[config.mk]
export PLATFORM = sky130hd
export DESIGN_NAME = syn_gpu_line_drawer_flat
export DESIGN_NICKNAME = d
export VERILOG_FILES = /design/src/rtl/syn_gpu_line_drawer_if.sv /design/src/rtl/syn_gpu_line_drawer.sv /design/src/flat_wrapper.sv
export SDC_FILE = /design/constraint.sdc
export NUM_CORES = 1
export LEC_CHECK = 0
export ABC_AREA = 1
export BUFFER_PORTS_ARGS = -buffer_cell sky130_fd_sc_hd__buf_2
export CORE_MARGIN = 2
export CORE_UTILIZATION = 52
export DETAILED_ROUTE_END_ITERATION = 10
export GPL_TIMING_DRIVEN = 0
export PLACE_DENSITY = 0.76
export SETUP_SLACK_MARGIN = 0.4
export SLEW_MARGIN = 30
export SYNTH_ARGS = -nofsm -noshare
export SYNTH_HDL_FRONTEND = slang
export SYNTH_SLANG_ARGS = --single-unit
export TNS_END_PERCENT = 5
[constraint.sdc]
create_clock -name clk_ir -period 11.4 [get_ports clk_ir]
set_input_delay 2.28 -clock clk_ir [delete_from_list [all_inputs] [get_ports clk_ir]]
set_output_delay 2.28 -clock clk_ir [all_outputs]
set_load 0.01 [all_outputs]
[src/rtl/syn_gpu_line_drawer_if.sv]
// Job/pixel bus between the GPU job dispatcher, the line drawer and the pixel writer.
interface syn_gpu_line_drawer_if #(
  parameter int unsigned P_X_W     = 10,
  parameter int unsigned P_Y_W     = 9,
  parameter int unsigned P_COLOR_W = 8
);
  logic                 job_valid_i;
  logic                 job_ready_o;
  logic [P_X_W-1:0]     job_x0_i;
  logic [P_Y_W-1:0]     job_y0_i;
  logic [P_X_W-1:0]     job_x1_i;
  logic [P_Y_W-1:0]     job_y1_i;
  logic [P_COLOR_W-1:0] job_color_i;
  logic                 pxl_valid_o;
  logic                 pxl_ready_i;
  logic [P_X_W-1:0]     pxl_x_o;
  logic [P_Y_W-1:0]     pxl_y_o;
  logic [P_COLOR_W-1:0] pxl_color_o;
  logic                 busy_o;
  logic                 job_done_o;

  // Dispatcher / pixel-writer side
  modport master (
    output job_valid_i, job_x0_i, job_y0_i, job_x1_i, job_y1_i, job_color_i, pxl_ready_i,
    input  job_ready_o, pxl_valid_o, pxl_x_o, pxl_y_o, pxl_color_o, busy_o, job_done_o
  );

  // Line drawer side
  modport slave (
    input  job_valid_i, job_x0_i, job_y0_i, job_x1_i, job_y1_i, job_color_i, pxl_ready_i,
    output job_ready_o, pxl_valid_o, pxl_x_o, pxl_y_o, pxl_color_o, busy_o, job_done_o
  );
endinterface

[src/rtl/syn_gpu_line_drawer.sv]
// Bresenham line rasteriser: one LINE job in, one pixel write per cycle out,
// points outside the canvas are skipped (one cycle each) without a pixel write.
module syn_gpu_line_drawer #(
  parameter int unsigned P_X_W      = 10,
  parameter int unsigned P_Y_W      = 9,
  parameter int unsigned P_CANVAS_W = 640,
  parameter int unsigned P_CANVAS_H = 480,
  parameter int unsigned P_COLOR_W  = 8
) (
  input logic                  clk_ir,
  input logic                  rst_ih,
  syn_gpu_line_drawer_if.slave bus
);

  localparam int unsigned L_E_W  = P_X_W + 2;
  localparam int unsigned L_E2_W = P_X_W + 3;

  typedef enum logic [1:0] {S_IDLE, S_SETUP, S_DRAW} state_t;

  state_t                   state_q, state_d;
  logic [P_X_W-1:0]         cx_q, cx_d, x1_q, x1_d;
  logic [P_Y_W-1:0]         cy_q, cy_d, y1_q, y1_d;
  logic [P_COLOR_W-1:0]     color_q, color_d;
  logic signed [L_E_W-1:0]  dx_q, dx_d, dy_q, dy_d, err_q, err_d;
  logic                     sx_neg_q, sx_neg_d, sy_neg_q, sy_neg_d;
  logic                     valid_q, valid_d, ready_q, ready_d, busy_q, busy_d;

  logic [P_X_W-1:0]         abs_x;
  logic [P_Y_W-1:0]         abs_y;
  logic signed [L_E2_W-1:0] e2, dx_e, dy_e;
  logic signed [L_E_W-1:0]  add_x, add_y;
  logic                     step_x, step_y, step, last, done_c;

  function automatic logic in_canvas(input logic [P_X_W-1:0] x, input logic [P_Y_W-1:0] y);
    return (32'(x) < P_CANVAS_W) && (32'(y) < P_CANVAS_H);
  endfunction

  // Bresenham decision terms and step qualification
  always_comb begin
    abs_x  = (x1_q >= cx_q) ? (x1_q - cx_q) : (cx_q - x1_q);
    abs_y  = (y1_q >= cy_q) ? (y1_q - cy_q) : (cy_q - y1_q);
    e2     = {err_q, 1'b0};
    dx_e   = {dx_q[L_E_W-1], dx_q};
    dy_e   = {dy_q[L_E_W-1], dy_q};
    step_x = (e2 >= dy_e);
    step_y = (e2 <= dx_e);
    add_x  = step_x ? dy_q : L_E_W'(0);
    add_y  = step_y ? dx_q : L_E_W'(0);
    last   = (cx_q == x1_q) && (cy_q == y1_q);
    // A clipped point presents no pixel, so it advances without waiting for ready
    step   = (state_q == S_DRAW) && (!valid_q || bus.pxl_ready_i);
  end

  // Next-state and datapath updates
  always_comb begin
    state_d  = state_q;
    cx_d     = cx_q;
    cy_d     = cy_q;
    x1_d     = x1_q;
    y1_d     = y1_q;
    color_d  = color_q;
    dx_d     = dx_q;
    dy_d     = dy_q;
    err_d    = err_q;
    sx_neg_d = sx_neg_q;
    sy_neg_d = sy_neg_q;
    done_c   = 1'b0;
    case (state_q)
      S_IDLE: begin
        if (bus.job_valid_i) begin
          state_d = S_SETUP;
          cx_d    = bus.job_x0_i;
          cy_d    = bus.job_y0_i;
          x1_d    = bus.job_x1_i;
          y1_d    = bus.job_y1_i;
          color_d = bus.job_color_i;
        end
      end
      S_SETUP: begin
        state_d  = S_DRAW;
        dx_d     = L_E_W'(abs_x);
        dy_d     = L_E_W'(0) - L_E_W'(abs_y);
        err_d    = L_E_W'(abs_x) - L_E_W'(abs_y);
        sx_neg_d = !(cx_q < x1_q);
        sy_neg_d = !(cy_q < y1_q);
      end
      S_DRAW: begin
        if (step) begin
          if (last) begin
            state_d = S_IDLE;
            done_c  = 1'b1;
          end else begin
            err_d = err_q + add_x + add_y;
            if (step_x) cx_d = sx_neg_q ? (cx_q - P_X_W'(1)) : (cx_q + P_X_W'(1));
            if (step_y) cy_d = sy_neg_q ? (cy_q - P_Y_W'(1)) : (cy_q + P_Y_W'(1));
          end
        end
      end
      default: state_d = S_IDLE;
    endcase
    valid_d = (state_d == S_DRAW) && in_canvas(cx_d, cy_d);
    ready_d = (state_d == S_IDLE);
    busy_d  = (state_d != S_IDLE);
  end

  // State and datapath registers with synchronous reset
  always_ff @(posedge clk_ir) begin
    if (rst_ih) begin
      state_q  <= S_IDLE;
      cx_q     <= '0;
      cy_q     <= '0;
      x1_q     <= '0;
      y1_q     <= '0;
      color_q  <= '0;
      dx_q     <= '0;
      dy_q     <= '0;
      err_q    <= '0;
      sx_neg_q <= 1'b0;
      sy_neg_q <= 1'b0;
      valid_q  <= 1'b0;
      ready_q  <= 1'b1;
      busy_q   <= 1'b0;
    end else begin
      state_q  <= state_d;
      cx_q     <= cx_d;
      cy_q     <= cy_d;
      x1_q     <= x1_d;
      y1_q     <= y1_d;
      color_q  <= color_d;
      dx_q     <= dx_d;
      dy_q     <= dy_d;
      err_q    <= err_d;
      sx_neg_q <= sx_neg_d;
      sy_neg_q <= sy_neg_d;
      valid_q  <= valid_d;
      ready_q  <= ready_d;
      busy_q   <= busy_d;
    end
  end

  assign bus.job_ready_o = ready_q;
  assign bus.busy_o      = busy_q;
  assign bus.pxl_valid_o = valid_q;
  assign bus.pxl_x_o     = cx_q;
  assign bus.pxl_y_o     = cy_q;
  assign bus.pxl_color_o = color_q;
  assign bus.job_done_o  = done_c;

endmodule

[src/flat_wrapper.sv]
// flat-port wrapper written by rule: the top's interface ports become plain ports
module syn_gpu_line_drawer_flat 
#(
  parameter int unsigned P_X_W      = 10,
  parameter int unsigned P_Y_W      = 9,
  parameter int unsigned P_CANVAS_W = 640,
  parameter int unsigned P_CANVAS_H = 480,
  parameter int unsigned P_COLOR_W  = 8
)
  (clk_ir, rst_ih, bus_job_valid_i, bus_job_x0_i, bus_job_y0_i, bus_job_x1_i, bus_job_y1_i, bus_job_color_i, bus_pxl_ready_i, bus_job_ready_o, bus_pxl_valid_o, bus_pxl_x_o, bus_pxl_y_o, bus_pxl_color_o, bus_busy_o, bus_job_done_o);
  syn_gpu_line_drawer_if #(.P_X_W(P_X_W), .P_Y_W(P_Y_W), .P_COLOR_W(P_COLOR_W)) bus_i ();
  input logic clk_ir;
  input logic rst_ih;
  input wire logic [$bits(bus_i.job_valid_i)-1:0] bus_job_valid_i;
  input wire logic [$bits(bus_i.job_x0_i)-1:0] bus_job_x0_i;
  input wire logic [$bits(bus_i.job_y0_i)-1:0] bus_job_y0_i;
  input wire logic [$bits(bus_i.job_x1_i)-1:0] bus_job_x1_i;
  input wire logic [$bits(bus_i.job_y1_i)-1:0] bus_job_y1_i;
  input wire logic [$bits(bus_i.job_color_i)-1:0] bus_job_color_i;
  input wire logic [$bits(bus_i.pxl_ready_i)-1:0] bus_pxl_ready_i;
  output wire logic [$bits(bus_i.job_ready_o)-1:0] bus_job_ready_o;
  output wire logic [$bits(bus_i.pxl_valid_o)-1:0] bus_pxl_valid_o;
  output wire logic [$bits(bus_i.pxl_x_o)-1:0] bus_pxl_x_o;
  output wire logic [$bits(bus_i.pxl_y_o)-1:0] bus_pxl_y_o;
  output wire logic [$bits(bus_i.pxl_color_o)-1:0] bus_pxl_color_o;
  output wire logic [$bits(bus_i.busy_o)-1:0] bus_busy_o;
  output wire logic [$bits(bus_i.job_done_o)-1:0] bus_job_done_o;
  assign bus_i.job_valid_i = bus_job_valid_i;
  assign bus_i.job_x0_i = bus_job_x0_i;
  assign bus_i.job_y0_i = bus_job_y0_i;
  assign bus_i.job_x1_i = bus_job_x1_i;
  assign bus_i.job_y1_i = bus_job_y1_i;
  assign bus_i.job_color_i = bus_job_color_i;
  assign bus_i.pxl_ready_i = bus_pxl_ready_i;
  assign bus_job_ready_o = bus_i.job_ready_o;
  assign bus_pxl_valid_o = bus_i.pxl_valid_o;
  assign bus_pxl_x_o = bus_i.pxl_x_o;
  assign bus_pxl_y_o = bus_i.pxl_y_o;
  assign bus_pxl_color_o = bus_i.pxl_color_o;
  assign bus_busy_o = bus_i.busy_o;
  assign bus_job_done_o = bus_i.job_done_o;
  syn_gpu_line_drawer #(.P_X_W(P_X_W), .P_Y_W(P_Y_W), .P_CANVAS_W(P_CANVAS_W), .P_CANVAS_H(P_CANVAS_H), .P_COLOR_W(P_COLOR_W)) u_core (.clk_ir(clk_ir), .rst_ih(rst_ih), .bus(bus_i));
endmodule
# [Word-level counts from Yosys, hierarchy flattened]
# Cells that the tools add are included.
[word_totals] word_cells=81 n_memories=0 ff_bits=85 latchBits=0 output_inout_bits=31 ram_bits=0 mem_bits_ro=0 input_bits=50
[op_classes] muxes=26 n_eq_ne=7 n_lt_le_gt_ge=8 n_bitwise=0 div=0 addsub=12 multipliers=0 shifts=0 n_reduce_logical=14
[op_table] cell="$mux W10" count=7
[op_table] cell="$mux W9" count=6
[op_table] cell="$mux W12" count=3
[op_table] cell="$add A12 B12 Y12" count=2
[op_table] cell="$pmux W12 S2" count=1
[op_table] cell="$pmux W10 S2" count=1
[op_table] cell="$sub A10 B10 Y10" count=2
[op_table] cell="$pmux W9 S2" count=1
[op_table] cell="$sub A9 B9 Y9" count=2
[op_table] cell="$ge A13 B10 Y1" count=1
[op_table] cell="$le A13 B11 Y1" count=1
[op_table] cell="$sub A10 B9 Y11" count=1
[op_table] cell="$add A10 B1 Y10 const B" count=1
[op_table] cell="$eq A10 B10 Y1" count=1
[op_table] cell="$ge A10 B10 Y1" count=1
[op_table] cell="$lt A10 B10 Y1" count=1
[op_table] cell="$lt A10 B10 Y1 const B" count=1
[op_table] cell="$sub A1 B9 Y10 const A" count=1
[op_table] cell="$sub A10 B1 Y10 const B" count=1
[op_table] cell="$add A9 B1 Y9 const B" count=1
[op_table] cell="$eq A9 B9 Y1" count=1
[op_table] cell="$ge A9 B9 Y1" count=1
[op_table] cell="$lt A9 B9 Y1" count=1
[op_table] cell="$lt A9 B9 Y1 const B" count=1
[op_table] cell="other kinds (15)" count=27

# [Depth between registers and ports, before layout]
# Gate-level depths: netlist of run 1.
[depth] depth_word=9 depth_mapped=28 depth_no_buf=27

# [Least setup slack after synthesis of run 1]
# No wires, ideal clock.
[synth_timing] kind="input port to output port" startpoint="input bus_pxl_ready_i" endpoint="output bus_job_done_o" t_arrival_ns=2.489 path_slack_ns=6.631 cell_stages=2 path_buffers=0 required_time_ns=9.120 path_cell_list="nor2_1 -> nor2_1"
[synth_between] elab_chain_cells=4
[synth_rtl] element="start: declaration" line="flat_wrapper.sv:20" source="input wire logic [$bits(bus_i.pxl_ready_i)-1:0] bus_pxl_ready_i;"
[synth_rtl] element="$logic_or A1 B1 Y1" line="syn_gpu_line_drawer.sv:51" source="step = (state_q == S_DRAW) && (!valid_q || bus.pxl_ready_i);"
[synth_rtl] element="$logic_and A1 B1 Y1" line="syn_gpu_line_drawer.sv:51"
[synth_rtl] element="$mux W1" line="syn_gpu_line_drawer.sv:88" source="if (step) begin"
[synth_rtl] element="$mux W1" line="syn_gpu_line_drawer.sv:68" source="case (state_q)"
[synth_rtl] element="end: declaration" line="flat_wrapper.sv:27" source="output wire logic [$bits(bus_i.job_done_o)-1:0] bus_job_done_o;"
# No other way between the ends.

# [Worst setup path after layout of run 1]
# Same ends and word-level chain as after synthesis.

==> results.cfg, run 1 <==
[sta]
period_needed_ps = 4970
fin_crit_sh = 0.436
rsz0062_at_grt = false
maxSlewHeadroom = 0.533
clock_skew_ps = 10.2
finalSetupViolations = 0
fin_setup_tns_ps = 0
hold_viol_final = 0
max_freq_mhz = 201
worstMarginPinSlew_ps = 701
slew_viol_final = 0

[synthesis]
syn-cell-area_um2 = 8200
synth.largest_area_cell = dfxtp_1
synth_cell_types = 41
yosys_warnings = 0
synth_most_common_cell = nand2_1
synth_flop_cell = dfxtp_1
syn_avg_cell_area_um2 = 6.50
synthesis.nets = 1429
synth_top_area_share = 0.207
synth_common_cells = nand2_1, inv_1, a21oi_1, nor2_1, o21ai_0
synth_edf_count = 0
ys_ff_latch = 85
synth-async-reset-ratio = 0
netlist_instances = 1262
synth.area.top_cells = dfxtp_1, ha_1, nand2_1
seq_area_frac_synth = 0.207

[clock_network]
cts_inserted_buffers = 9
cts_tree = built
root_buffer = clkbuf_16
clockBufferDepth = 2
htree_num_levels = 3
cts_resized = 0
postCtsSetupBuffers = 0
insertion_delay_ps = 360
clk_pin_slew_ps = 60
ctsHoldBuffers = 0
cts_sinks = 85

[grt]
grt_pass1_wl_um = 37500
grt_pass1_vias = 7852
antenna_found_initial = 0
grt_overflow = 0
grt_max_degree = 15
track_usage = 0.282

[routing]
drc = 0
met2_length_um = 10500
vias = 8383
wl_per_cell_um = 14.8
met3_length_um = 1230
drt-pass1-iter-count = 5
met1Wirelength_um = 10700
top_layer = met4
postRouteAntennaNets = 0
drt_iter0_markers = 648
routed_wl_um = 23200
via_per_inst = 5.35

[worst_setup_path]
crit_type = in2out
end_kind = output pin
r2r_start = u_core.dx_q[6]
worstPathRequired_ps = 9120
critPathLaunch = bus_pxl_ready_i
worst_setup_path_start_kind = input port
cp.arrival_ps = 2690
cp_max_fo = 2

[power_and_ir_drop]
p_sw_mw = 1.70
seq_power_share = 0.153
p_per_area_nw_per_um2 = 332
comb_power_share = 0.740
power.clock.fraction = 0.107
p_total_mw = 3.04
p_leak_nw = 4.75
netSwitchingFraction = 0.559
internal_power_mw = 1.34
vdd_drop_max_uv = 184

[floorplanning]
ioPinCount = 81
die_area_um2 = 16800
start_util = 0.536
die_w_um = 130
core_area_um2 = 15300
die_h_um = 130
row_count = 45

[finish]
nets = 1519
insertedDiodeCount = 0
n_fill_cell = 1544
drive_gt1_frac = 0.0965
syn2layout_area_growth_pct = 11.9
fin_cells = 1568

[min_path]
min_from = u_core.y1_q[4]
hold_class = reg2reg

[placement]
port-buffer-count = 79
hpwlAfterDp_um = 18400
dp.cells = 1552
routabilityCongestion = 0.964

[job]
cap_viol_max_count = 0

[run_status]
status = completed
[stage by stage]
| stage | cell area, um^2 | utilization | hold WS, ps | setup slack, ps |
|---|---|---|---|---|
| 2_1_floorplan | 8200 | - | 448 | 6630 |
| 6_report | 9180 | 0.599 | 480 | 6430 |
| 3_5_place_dp | 8860 | 0.579 | 472 | 6430 |
| 4_1_cts | 9180 | 0.599 | 482 | 6420 |
| 5_1_grt | 9180 | 0.599 | 500 | 6250 |
| 3_3_place_gp | 8860 | 0.579 | 459 | 6410 |
[cell families (layout without fill, tap and decap cells)]
group                      after synthesis  after routing  share of synthesized area
adders and majority gates              117            117                      0.195
xor gates and xnor gates                33             33                     0.0352
and+or+nand+nor                        490            490                      0.251
buffers and inverters                  249            344                      0.117
DFF                                     85             85                      0.207
AOI/OAI and AO/OA                      288            288                      0.194
[critical path, cell delays in order]
cell and delay, ps:
buf_2 100, nor2_1 130, nor2_1 60, buf_2 130
[state kept, by name, indices dropped and copies added, names as in the netlist, 8 cells and up]
name / cells
u_core.bus.pxl_color_o: 8
u_core.bus.pxl_x_o: 10
u_core.bus.pxl_y_o: 9
u_core.dx_q: 10
u_core.dy_q: 10
u_core.err_q: 12
u_core.x1_q: 10
u_core.y1_q: 9
[routing by layer]
metal,GRT usage,vias to the layer above
met5,0,-
met4,0.108,0
met3,0.0326,43
met2,0.467,221
met1,0.376,3841
li1,-,4278
[worst paths after layout]
| kind | to | slack [ps] | cells after the start |
|---|---|---|---|
| max reg2reg | u_core.err_q[8] | 6650 | 21 |
| min | u_core.y1_q[4] | 480 | 2 |
| max | bus_job_done_o | 6430 | 4 |
| min reg2reg | u_core.y1_q[4] | 480 | 2 |
[final cells by class]
class,instances,area [um^2],area share
multi-input combinational,928,5540,0.604
clock inverter,6,87.6,0.00954
buffer,35,155,0.0169
clock buffer,10,229,0.0249
timing repair buffer,79,395,0.0431
sequential,85,1700,0.185
inverter,214,803,0.0875
tap,211,264,0.0288
[power by group through the flow]
stage	logic [mW]	clock network (mW)	registers (mW)
6_report	2.25	0.325	0.466
5_1_grt	2.55	0.334	0.478
4_1_cts	2.21	0.323	0.465
3_5_place_dp	2.20	0	0.472
3_3_place_gp	2.16	0	0.470
2_1_floorplan	1.67	0	0.456
[layout by cell type, fill, tap and decap left out, types with 3 or more instances in the layout]
cell	count
clkbuf_16	9
a21o_1	3
nand2_2	9
fa_1	18
o21ai_0	101
o2111ai_1	3
xor2_1	24
xnor2_1	9
buf_2	86
nor2_2	3
inv_1	211
o211ai_1	6
nor3_1	7
a21oi_1	134
nand4_1	10
ha_1	99
a31oi_1	11
o21ai_2	5
o21bai_1	5
nand3b_1	11
a211oi_1	3
or2_2	3
nor2_1	103
dfxtp_1	85
nand3_1	63
clkbuf_1	26
nand2_1	276
a221oi_1	7
Note: power is estimated with default switching activity, not from simulation.
==> run 2: changes to the inputs <==
- PLACE_DENSITY: 0.76 -> 0.78
- clock period: 11.4 -> 4 ns (I/O delays scaled with it)
==> run 2 against run 1 <==
Against the previous run: sequential share of layout area fell by 0.63 points; utilization rose by 2.9 points; worst hold slack improved by 0.50 ps; via count rose by 3.5%; design area rose by 4.9%; critical path type is now reg2reg.
==> results.cfg, run 2 (synthesized netlist as in run 1, its figures left out) <==
[worst_setup_path]
path_common_cell = nand2_1
r2r_cells = 24
r2r_start = u_core.dy_q[9]
slowest_stage = fa_1
max_stage_delay_ps = 500
cp.arrival_ps = 4000
timing.rr.end = u_core.err_q[10]
end_kind = flop
reg2reg_slack_ps = 260
worst_setup_path_start_kind = flop
crit_type = reg2reg
cp_max_fo = 5
worstPathRequired_ps = 4260
crit_path_cell_trace = inv_4, ha_4, nand2_4, inv_1, nand2_1, nand2_2, a21oi_4, nand3b_1, nand2_4, buf_8, buf_4, nand2_1, fa_1, inv_1, ha_1, nand2_1, nor3_2, o21ai_0, o2111ai_1, a21oi_1, o21ai_1, nand2_1, nand2_1, inv_1

[grt]
grt_overflow = 0
grt_max_degree = 17
grt_pass1_vias = 8000
track_usage = 0.287
grt_pass1_wl_um = 38100
antenna_found_initial = 0

[finish]
regMostFlops = u_core.err_q
insertedDiodeCount = 0
fin_area_um2 = 9630
syn2layout_area_growth_pct = 17.4
layout.area.seq_um2 = 1720
fin_cells = 1589
nets = 1540
largest_reg_flops = 12
final_cell_mix = nand2_1, inv_1, a21oi_1, nor2_1, ha_1
drive_gt1_frac = 0.160
final_common_cell = nand2_1
multi_input_area_um2 = 5810
n_fill_cell = 1454
final_util = 0.629

[routing]
vias = 8674
via_per_inst = 5.46
drc = 0
routed_wl_um = 24100
drt-pass1-iter-count = 5
drt_iter0_markers = 677
wl_per_cell_um = 15.1
postRouteAntennaNets = 0

[clock_network]
ctsHoldBuffers = 0
cts_sinks = 85
clk_pin_slew_ps = 70
htree_num_levels = 3
cts_inserted_buffers = 9
clockBufferDepth = 2
root_buffer = clkbuf_16
insertion_delay_ps = 360
cts_tree = built

[sta]
fin_crit_sh = 0.935
worstMarginPinSlew_ps = 715
hold_viol_final = 0
clock_skew_ps = 9.23
rsz0062_at_grt = true
fin_setup_tns_ps = 0
max_freq_mhz = 267
finalSetupViolations = 0
maxSlewHeadroom = 0.524
period_needed_ps = 3740
slew_viol_final = 0

[placement]
port-buffer-count = 79
place_area_um2 = 8860
hpwlAfterDp_um = 18400
dp.cells = 1552
routabilityCongestion = 0.944

[floorplanning]
die_w_um = 130
die_area_um2 = 16800
row_count = 45
die_h_um = 130
core_area_um2 = 15300
start_util = 0.536
ioPinCount = 81

[min_path]
hold_class = reg2reg
min_to = u_core.y1_q[3]
holdPathStages = 2
min_from = u_core.y1_q[3]

[job]
cap_viol_max_count = 0

[run_status]
status = completed
run 2: cell types whose count changed in the layout (fill, tap and decap cells not counted), moves of 11 or more:
| cell | before | now |
|---|---|---|
| buf_4 | 0 | 22 |
| dfxtp_1 | 85 | 69 |
| dfxtp_2 | 0 | 15 |
| o21ai_0 | 101 | 88 |
| nand2_1 | 276 | 264 |
| o21ai_1 | 1 | 12 |
run 2: metal layers:
layer	vias up	track usage	share of wire
li1	4330	-	-
met1	4011	0.372	0.45
met2	269	0.474	0.45
met3	64	0.0372	0.061
met4	0	0.139	0.039
met5	-	0	0
run 2: worst max path at each step:
stage / cells after the start / endpoint / startpoint / slack [ps]
3_3_place_gp: 28 / u_core.err_q[7] / u_core.dy_q[9] / -330
5_1_grt: 26 / u_core.err_q[11] / u_core.dy_q[9] / 50
3_5_place_dp: 24 / u_core.err_q[8] / u_core.dy_q[9] / -370
6_report: 24 / u_core.err_q[10] / u_core.dy_q[9] / 260
4_1_cts: 25 / u_core.err_q[8] / u_core.dy_q[9] / 370
2_1_floorplan: 22 / u_core.err_q[8] / u_core.dx_q[8] / 470
run 2: repair_timing:
action / 4_1_cts / 5_1_grt
pin swaps: 21 / 15
buffers inserted: 17 / 4
endpoints found under the setup margin: 10 / 7
resized for setup: 63 / 31
run 2: final cells by class:
type                            count  share of cell area
Buffer                             35              0.0196
Clock buffer                        9              0.0234
Clock inverter                      7             0.00611
Inverter                          214              0.0837
Multi-Input combinational cell    928               0.603
Sequential cell                    85               0.179
Tap cell                          211              0.0274
Timing Repair Buffer              100              0.0574
run 2: stage by stage:
step | hold WS, ps | setup slack (ps)
finish | 480 | 260
global route | 491 | 47.0
floorplan | 448 | 469
detailed placement | 467 | -366
CTS | 480 | 373
global placement | 458 | -332
run 2: critical path, delay by kind of cell, from the launching register on:
family / cells / cell delay (ps)
adder cells (fa/ha/maj): 3 / 1100
flip-flops: 1 / 350
buffers and inverters: 6 / 470
AO/OA/AOI/OAI: 5 / 670
AND/OR/NAND/NOR: 10 / 1070
Power of run 2 is not shown: default switching activity piles up to over one toggle a cycle in this logic, so the estimate is an artifact.
